File: src/rtl/gpu_pkg.sv
// Shared definitions for the sprite path: screen geometry, attribute word
// layout and the per-line evaluator state encoding.
package gpu_pkg;

  localparam int SCREEN_W = 640;

  // Attribute RAM word layout
  localparam int ATTR_W        = 44;
  localparam int ATTR_EN       = 43;
  localparam int ATTR_TILEY_HI = 42;
  localparam int ATTR_TILEY_LO = 39;
  localparam int ATTR_VFLIP    = 38;
  localparam int ATTR_SIZEY_HI = 37;
  localparam int ATTR_SIZEY_LO = 35;
  localparam int ATTR_SIZEX_HI = 34;
  localparam int ATTR_SIZEX_LO = 32;
  localparam int ATTR_Y_HI     = 31;
  localparam int ATTR_Y_LO     = 16;
  localparam int ATTR_X_HI     = 15;
  localparam int ATTR_X_LO     = 0;

  typedef enum logic [2:0] {
    S_IDLE   = 3'd0,
    S_READ   = 3'd1,
    S_WAIT   = 3'd2,
    S_EVAL   = 3'd3,
    S_EMIT   = 3'd4,
    S_NEXT   = 3'd5,
    S_FINISH = 3'd6
  } state_t;

endpackage

File: src/rtl/sprite_eval.sv
// Combinational hit test and record-field computation for one sprite
// attribute word against the current scan line. All arithmetic is 16-bit;
// x compares are signed, y compares unsigned.
module sprite_eval
  import gpu_pkg::*;
(
  input  logic [ATTR_W-1:0] attr,
  input  logic [9:0]        line_y,
  output logic              hit,
  output logic [2:0]        row,
  output logic [3:0]        tile_y,
  output logic [2:0]        first,
  output logic [2:0]        last
);

  logic        en;
  logic        vflip;
  logic [3:0]  tile_base;
  logic [2:0]  size_x;
  logic [2:0]  size_y;
  logic [15:0] y;
  logic [15:0] x;
  logic [15:0] ly;
  logic [15:0] w;
  logic [15:0] h;
  logic [15:0] y_end;
  logic [15:0] x_end;
  logic [15:0] neg_x;
  logic [15:0] room;
  logic        y_hit;
  logic        x_hit;
  logic [6:0]  r;
  logic [6:0]  n;

  // Decode the word, test coverage of the line and derive the row / clip info.
  always_comb begin
    en        = attr[ATTR_EN];
    vflip     = attr[ATTR_VFLIP];
    tile_base = attr[ATTR_TILEY_HI:ATTR_TILEY_LO];
    size_x    = attr[ATTR_SIZEX_HI:ATTR_SIZEX_LO];
    size_y    = attr[ATTR_SIZEY_HI:ATTR_SIZEY_LO];
    y         = attr[ATTR_Y_HI:ATTR_Y_LO];
    x         = attr[ATTR_X_HI:ATTR_X_LO];
    ly        = {6'd0, line_y};

    // 8*(size+1)-1 is just the size with three low ones appended
    w     = {10'd0, size_x, 3'b111};
    h     = {10'd0, size_y, 3'b111};
    y_end = y + h;
    x_end = x + w;

    y_hit = (ly >= y) && (ly <= y_end);
    x_hit = !x_end[15] && ($signed(x) < $signed(16'(SCREEN_W)));
    hit   = en && y_hit && x_hit;

    r = 7'(ly - y);
    n = vflip ? 7'(h[6:0] - r) : r;

    row    = n[2:0];
    tile_y = tile_base + n[6:3];

    // Columns hidden off the left edge; only meaningful when the sprite hits
    neg_x = 16'd0 - x;
    first = x[15] ? neg_x[5:3] : 3'd0;

    // Last tile column still left of the right edge, capped at the sprite width
    room = 16'(SCREEN_W - 1) - x;
    if (!room[15] && (room[15:3] < {10'd0, size_x}))
      last = room[5:3];
    else
      last = size_x;
  end

endmodule

File: src/rtl/sprite_line_select.sv
// Per-scanline sprite selector: walks the attribute RAM in index order on
// each line_start, emits one record per hitting sprite (up to MAX_PER_LINE)
// and flags overflow when a further sprite would have hit.
//
//   state    | meaning
//   ---------+-----------------------------------------------------------
//   S_IDLE   | waiting for line_start
//   S_READ   | attr_rd strobe for entry idx
//   S_WAIT   | RAM data valid this cycle; captured into attr_q
//   S_EVAL   | hit test on attr_q; choose emit / overflow / skip
//   S_EMIT   | record held on out_* until out_ready
//   S_NEXT   | advance idx or finish the walk
//   S_FINISH | one-cycle done pulse
module sprite_line_select
  import gpu_pkg::*;
#(
  parameter int NUM_SPRITES  = 64,
  parameter int MAX_PER_LINE = 8
) (
  input  logic                           clk,
  input  logic                           rst_n,
  input  logic                           line_start,
  input  logic [9:0]                     line_y,
  output logic [$clog2(NUM_SPRITES)-1:0] attr_addr,
  output logic                           attr_rd,
  input  logic [ATTR_W-1:0]              attr_data,
  output logic                           out_valid,
  input  logic                           out_ready,
  output logic [$clog2(NUM_SPRITES)-1:0] out_index,
  output logic [15:0]                    out_x,
  output logic [3:0]                     out_tile_y,
  output logic [2:0]                     out_row,
  output logic [2:0]                     out_first,
  output logic [2:0]                     out_last,
  output logic                           busy,
  output logic                           done,
  output logic                           overflow
);

  localparam int AW = $clog2(NUM_SPRITES);
  localparam int CW = $clog2(MAX_PER_LINE + 1);
  localparam logic [AW-1:0] LAST_IDX = AW'(NUM_SPRITES - 1);
  localparam logic [CW-1:0] MAX_CNT  = CW'(MAX_PER_LINE);

  state_t state;
  state_t state_nxt;

  logic [AW-1:0]     idx;
  logic [CW-1:0]     count;
  logic [9:0]        line_q;
  logic [ATTR_W-1:0] attr_q;
  logic              room_left;

  logic              ev_hit;
  logic [2:0]        ev_row;
  logic [3:0]        ev_tile_y;
  logic [2:0]        ev_first;
  logic [2:0]        ev_last;

  logic [AW-1:0]     rec_index;
  logic [15:0]       rec_x;
  logic [3:0]        rec_tile_y;
  logic [2:0]        rec_row;
  logic [2:0]        rec_first;
  logic [2:0]        rec_last;

  sprite_eval u_eval (
    .attr   (attr_q),
    .line_y (line_q),
    .hit    (ev_hit),
    .row    (ev_row),
    .tile_y (ev_tile_y),
    .first  (ev_first),
    .last   (ev_last)
  );

  assign room_left = (count != MAX_CNT);

  // State register.
  always_ff @(posedge clk or negedge rst_n) begin
    if (!rst_n) state <= S_IDLE;
    else        state <= state_nxt;
  end

  // Next-state; a line_start from any state restarts the walk (abort when busy).
  always_comb begin
    state_nxt = state;
    if (line_start) begin
      state_nxt = S_READ;
    end else begin
      case (state)
        S_IDLE:   state_nxt = S_IDLE;
        S_READ:   state_nxt = S_WAIT;
        S_WAIT:   state_nxt = S_EVAL;
        S_EVAL: begin
          if (ev_hit && room_left) state_nxt = S_EMIT;
          else if (ev_hit)         state_nxt = S_FINISH;
          else                     state_nxt = S_NEXT;
        end
        S_EMIT:   if (out_ready) state_nxt = S_NEXT;
        S_NEXT:   state_nxt = (idx == LAST_IDX) ? S_FINISH : S_READ;
        S_FINISH: state_nxt = S_IDLE;
        default:  state_nxt = S_IDLE;
      endcase
    end
  end

  // Walk datapath: line latch, index / hit counters, attribute capture, record.
  always_ff @(posedge clk or negedge rst_n) begin
    if (!rst_n) begin
      idx        <= '0;
      count      <= '0;
      line_q     <= '0;
      attr_q     <= '0;
      overflow   <= 1'b0;
      rec_index  <= '0;
      rec_x      <= '0;
      rec_tile_y <= '0;
      rec_row    <= '0;
      rec_first  <= '0;
      rec_last   <= '0;
    end else if (line_start) begin
      line_q   <= line_y;
      idx      <= '0;
      count    <= '0;
      overflow <= 1'b0;
    end else begin
      case (state)
        S_WAIT: attr_q <= attr_data;
        S_EVAL: begin
          if (ev_hit && room_left) begin
            rec_index  <= idx;
            rec_x      <= attr_q[ATTR_X_HI:ATTR_X_LO];
            rec_tile_y <= ev_tile_y;
            rec_row    <= ev_row;
            rec_first  <= ev_first;
            rec_last   <= ev_last;
          end else if (ev_hit) begin
            overflow <= 1'b1;
          end
        end
        S_EMIT: if (out_ready) count <= count + 1'b1;
        S_NEXT: if (idx != LAST_IDX) idx <= idx + 1'b1;
        default: ;
      endcase
    end
  end

  assign attr_addr  = idx;
  assign attr_rd    = (state == S_READ);
  assign out_valid  = (state == S_EMIT);
  assign busy       = (state != S_IDLE);
  assign done       = (state == S_FINISH);
  assign out_index  = rec_index;
  assign out_x      = rec_x;
  assign out_tile_y = rec_tile_y;
  assign out_row    = rec_row;
  assign out_first  = rec_first;
  assign out_last   = rec_last;

endmodule

File: config.mk
export PLATFORM = sky130hd
export DESIGN_NAME = sprite_line_select
export DESIGN_NICKNAME = d
export VERILOG_FILES = /design/src/rtl/gpu_pkg.sv /design/src/rtl/sprite_eval.sv /design/src/rtl/sprite_line_select.sv
export SDC_FILE = /design/constraint.sdc
export NUM_CORES = 1
export LEC_CHECK = 0
export BUFFER_PORTS_ARGS = -buffer_cell sky130_fd_sc_hd__buf_2
export CAP_MARGIN = 20
export CELL_PAD_IN_SITES_DETAIL_PLACEMENT = 2
export CELL_PAD_IN_SITES_GLOBAL_PLACEMENT = 2
export CORE_MARGIN = 2
export CORE_UTILIZATION = 37
export DETAILED_ROUTE_END_ITERATION = 12
export MAX_ROUTING_LAYER = met4
export PLACE_DENSITY = 0.9
export SYNTH_ARGS = -nofsm -noshare
export SYNTH_HDL_FRONTEND = slang
export SYNTH_HIERARCHICAL = 1
export SYNTH_SLANG_ARGS = --single-unit
File: constraint.sdc
create_clock -name clk -period 4.7 [get_ports clk]
set_clock_uncertainty 0.15 [all_clocks]
set_input_delay 0.705 -clock clk [delete_from_list [all_inputs] [get_ports clk]]
set_output_delay 0.705 -clock clk [all_outputs]
set_load 0.005 [all_outputs]
==> results.toml <==
[outcome]
outcome = "finished clean"

[logic_synthesis]
yosysSeqAreaShare_pct = 45.0
synth.avg_cell_area_um2 = 11.9
syn_nets = 582
syn_inst = 481
synth_area_um2 = 5730
ys_warn_count = 6
ys.flop_type = "dfrtp_1"
ys_ff_latch = 103
synth_edf_count = 0
async_reset_ff_share_pct = 100
synth.distinct_cells = 59

[global_route]
antenna_found_initial = 0
grt_pass1_wl_mm = 25.3
grt_pass1_vias = 4729
grt_max_degree = 55
grtUsageTotal_pct = 20.7
overflow = 0

[final_layout]
multi_input_area_um2 = 2940
drive_gt1_share_pct = 37.7
area_delta_synth_final_pct = 18.5
fill_cells = 1545
num-nets-final = 686
fin_cells = 777
seq_area_um2 = 2580
diodes = 0

[timing]
maxSlewHeadroom_pct = 53.3
fmax_mhz = 242
grt_setup_unrepaired = "no"
drv_slew = 0
setup_viol = 0
hold_violations = 0
timing.final.crit_share_pct = 88.0
setup-tns-final_ps = 0
worst_pin_slew_ps = 700
hold_slack_ps = 219
layout_min_cycle_time_ps = 4140

[placement]
globalplace.congestion = 0.828
port_buffers = 103
dp.cells = 761
hpwl_mm = 11.8

[power]
leakage_nw = 3.29
ir_drop_uv = 332
power.density_nw_per_um2 = 612

[critical_path]
crit_top_cell = "nand2_1"
cp-end-kind = "flop"
r2r_end = "out_row[0]"
required_ps = 4790
crit_buf_inv = 1
cp_max_fo = 20
max_stage_delay_ps = 400
r2r_setup_slack_ps = 560
start_kind = "flop"
slowest_stage = "dfrtp_1"
critPathTopFamily = "compound AO/OA/AOI/OAI gates"
cp_cell_sequence = "ha_1 -> nand2_1 -> o21ai_1 -> a31o_2 -> nand4_1 -> xnor2_1 -> ha_1 -> nand2_1 -> a211oi_1 -> nor2_1 -> a211o_1 -> o311a_1 -> nand2_1 -> nor4_4 -> buf_4 -> mux2_1"
worstPathArrival_ps = 4230
worstSetupPathType = "flop to flop"
r2r_cells = 16
r2r-start = "attr_q[19]"

[floorplanning]
ios = 104
die_w_um = 128
die_y_um = 128
dieArea_um2 = 16500
std_cell_rows = 45
coreArea_um2 = 15100
start_util_pct = 37.8

[routing]
routedWlPerCell_um = 19.9
ant_nets = 0
drt_iter0_markers = 122
drc = 0
drtPass1Iterations = 4
dr_total_vias = 4082
routed_via_density = 5.25
routed_wirelength_mm = 15.5

[clock_tree]
htreeDepth = 3
cts.sinks = 103
cts.clk_slew.worst_paths_ps = 70
cts-root-buf = "clkbuf_16"
numCtsBuffers = 9
cts_resized = 0
cts.path.max_buffers = 2
cts_hold_buf = 0
cts_tree = "yes"
cts_setup_buffers = 0
worstSkewPairLatency_ps = 360

[worst_hold_path]
hold_path_class = "input port to async pin"

[flow_run]
drv_cap = 0
-- per-layer routing --
layer	routed length, um	share of wire, %	global-route usage, %
met4	199	1.3	5.95
met3	464	3.0	4.07
met2	8610	56	38.8
met5	0	0	-
met1	6230	40	21.9
-- worst reg2reg max path, stage by stage (launching register included) --
cell and delay (ps):
dfrtp_1 400, ha_1 400, nand2_1 90, o21ai_1 260, a31o_2 240, nand4_1 150
xnor2_1 170, ha_1 290, nand2_1 70, a211oi_1 230, nor2_1 70, a211o_1 290
o311a_1 370, nand2_1 160, nor4_4 60, buf_4 260, mux2_1 350
-- cells in the final DEF, fill, tap and decap left out, types with 3 or more instances in the layout --
cell         n
a21o_1       3
a21oi_1     22
and3_1       4
buf_2      102
buf_4        4
bufinv_16    3
clkbuf_16    9
dfrtp_1    103
fa_1         3
ha_1        40
inv_1       33
mux2_2      77
mux2_4      11
mux2i_1      5
nand2_1     19
nand3_1     12
nand4_1      5
nor2_1      15
nor2b_1      8
nor3_1       3
nor3b_1      3
o211ai_1     6
o21ai_0     17
or2_2        3
or3_1        4
xnor2_1     19
xor2_1       8
-- where the power goes --
group | switching (W) | leakage [nW] | internal (W)
clock network | 0.000335 | 0.160 | 0.000517
registers | 0.000285 | 1.32 | 0.00109
logic | 0.000999 | 1.81 | 0.000927
-- per-stage QoR --
step                      cell area [um2]  total power [W]  worst slack, ps  utilization (%)
after floorplan                      5730          0.00273              992                -
after global placement               6430          0.00310              741             42.5
after detailed placement             6430          0.00330              530             42.5
after CTS                            6760          0.00421              519             44.7
after global routing                 6790          0.00449              276             44.8
final                                6790          0.00416              563             44.8
-- cells in the mapped netlist (all sizes together) (3+ instances only) --
library cell	count	share of area, %
a21o	3	0.39
a21oi	22	1.9
and3	4	0.44
buf	11	1.4
clkbuf	4	0.26
dfrtp	103	45
fa	3	1.0
ha	40	8.7
inv	33	2.2
mux2	90	18
mux2i	5	0.87
nand2	19	1.2
nand3	12	1.0
nand4	5	0.55
nor2	15	0.98
nor2b	8	0.87
nor3	4	0.44
nor3b	4	0.72
nor4	3	0.59
o211ai	6	0.79
o21ai	19	1.7
or2	4	0.44
or3	5	0.63
xnor2	19	2.9
xor2	8	1.2
-- flip-flops by register name, summed over array words and instances, names as in the netlist, 4 cells and up --
signal / count
count: 4
attr_addr: 6
out_x: 16
line_q: 10
out_tile_y: 4
out_index: 6
attr_q: 44
-- cell type report --
cell class	count	share of cell area, %
clock inverter	4	1.40
clock buffer	11	3.43
timing repair buffer	108	8.66
multi-input combinational	330	43.3
inverter	33	1.82
tap	188	3.46
sequential	103	38.0
-- cells by family (layout without fill, tap and decap cells) --
group | Yosys count | after routing | share of synthesized area [%]
muxes | 95 | 95 | 19.3
and+or+nand+nor | 96 | 96 | 10.1
AOI/OAI and AO/OA | 69 | 69 | 7.91
xor gates and xnor gates | 27 | 27 | 4.13
DFF | 103 | 103 | 45.0
buffers and inverters | 48 | 156 | 3.82
adders and majority gates | 43 | 43 | 9.79
-- how the worst max path moves through the flow --
stage | start | endpoint | slack [ps] | cells after the start
final | attr_q[19] | out_row[0] | 560 | 16
after global routing | attr_q[19] | out_index[5] | 280 | 15
after CTS | attr_q[19] | out_row[0] | 520 | 16
after detailed placement | attr_q[19] | out_row[0] | 530 | 16
after global placement | attr_q[17] | out_tile_y[1] | 740 | 16
after floorplan | attr_q[19] | out_index[0] | 990 | 15
Power figures use the tool's default switching activity.
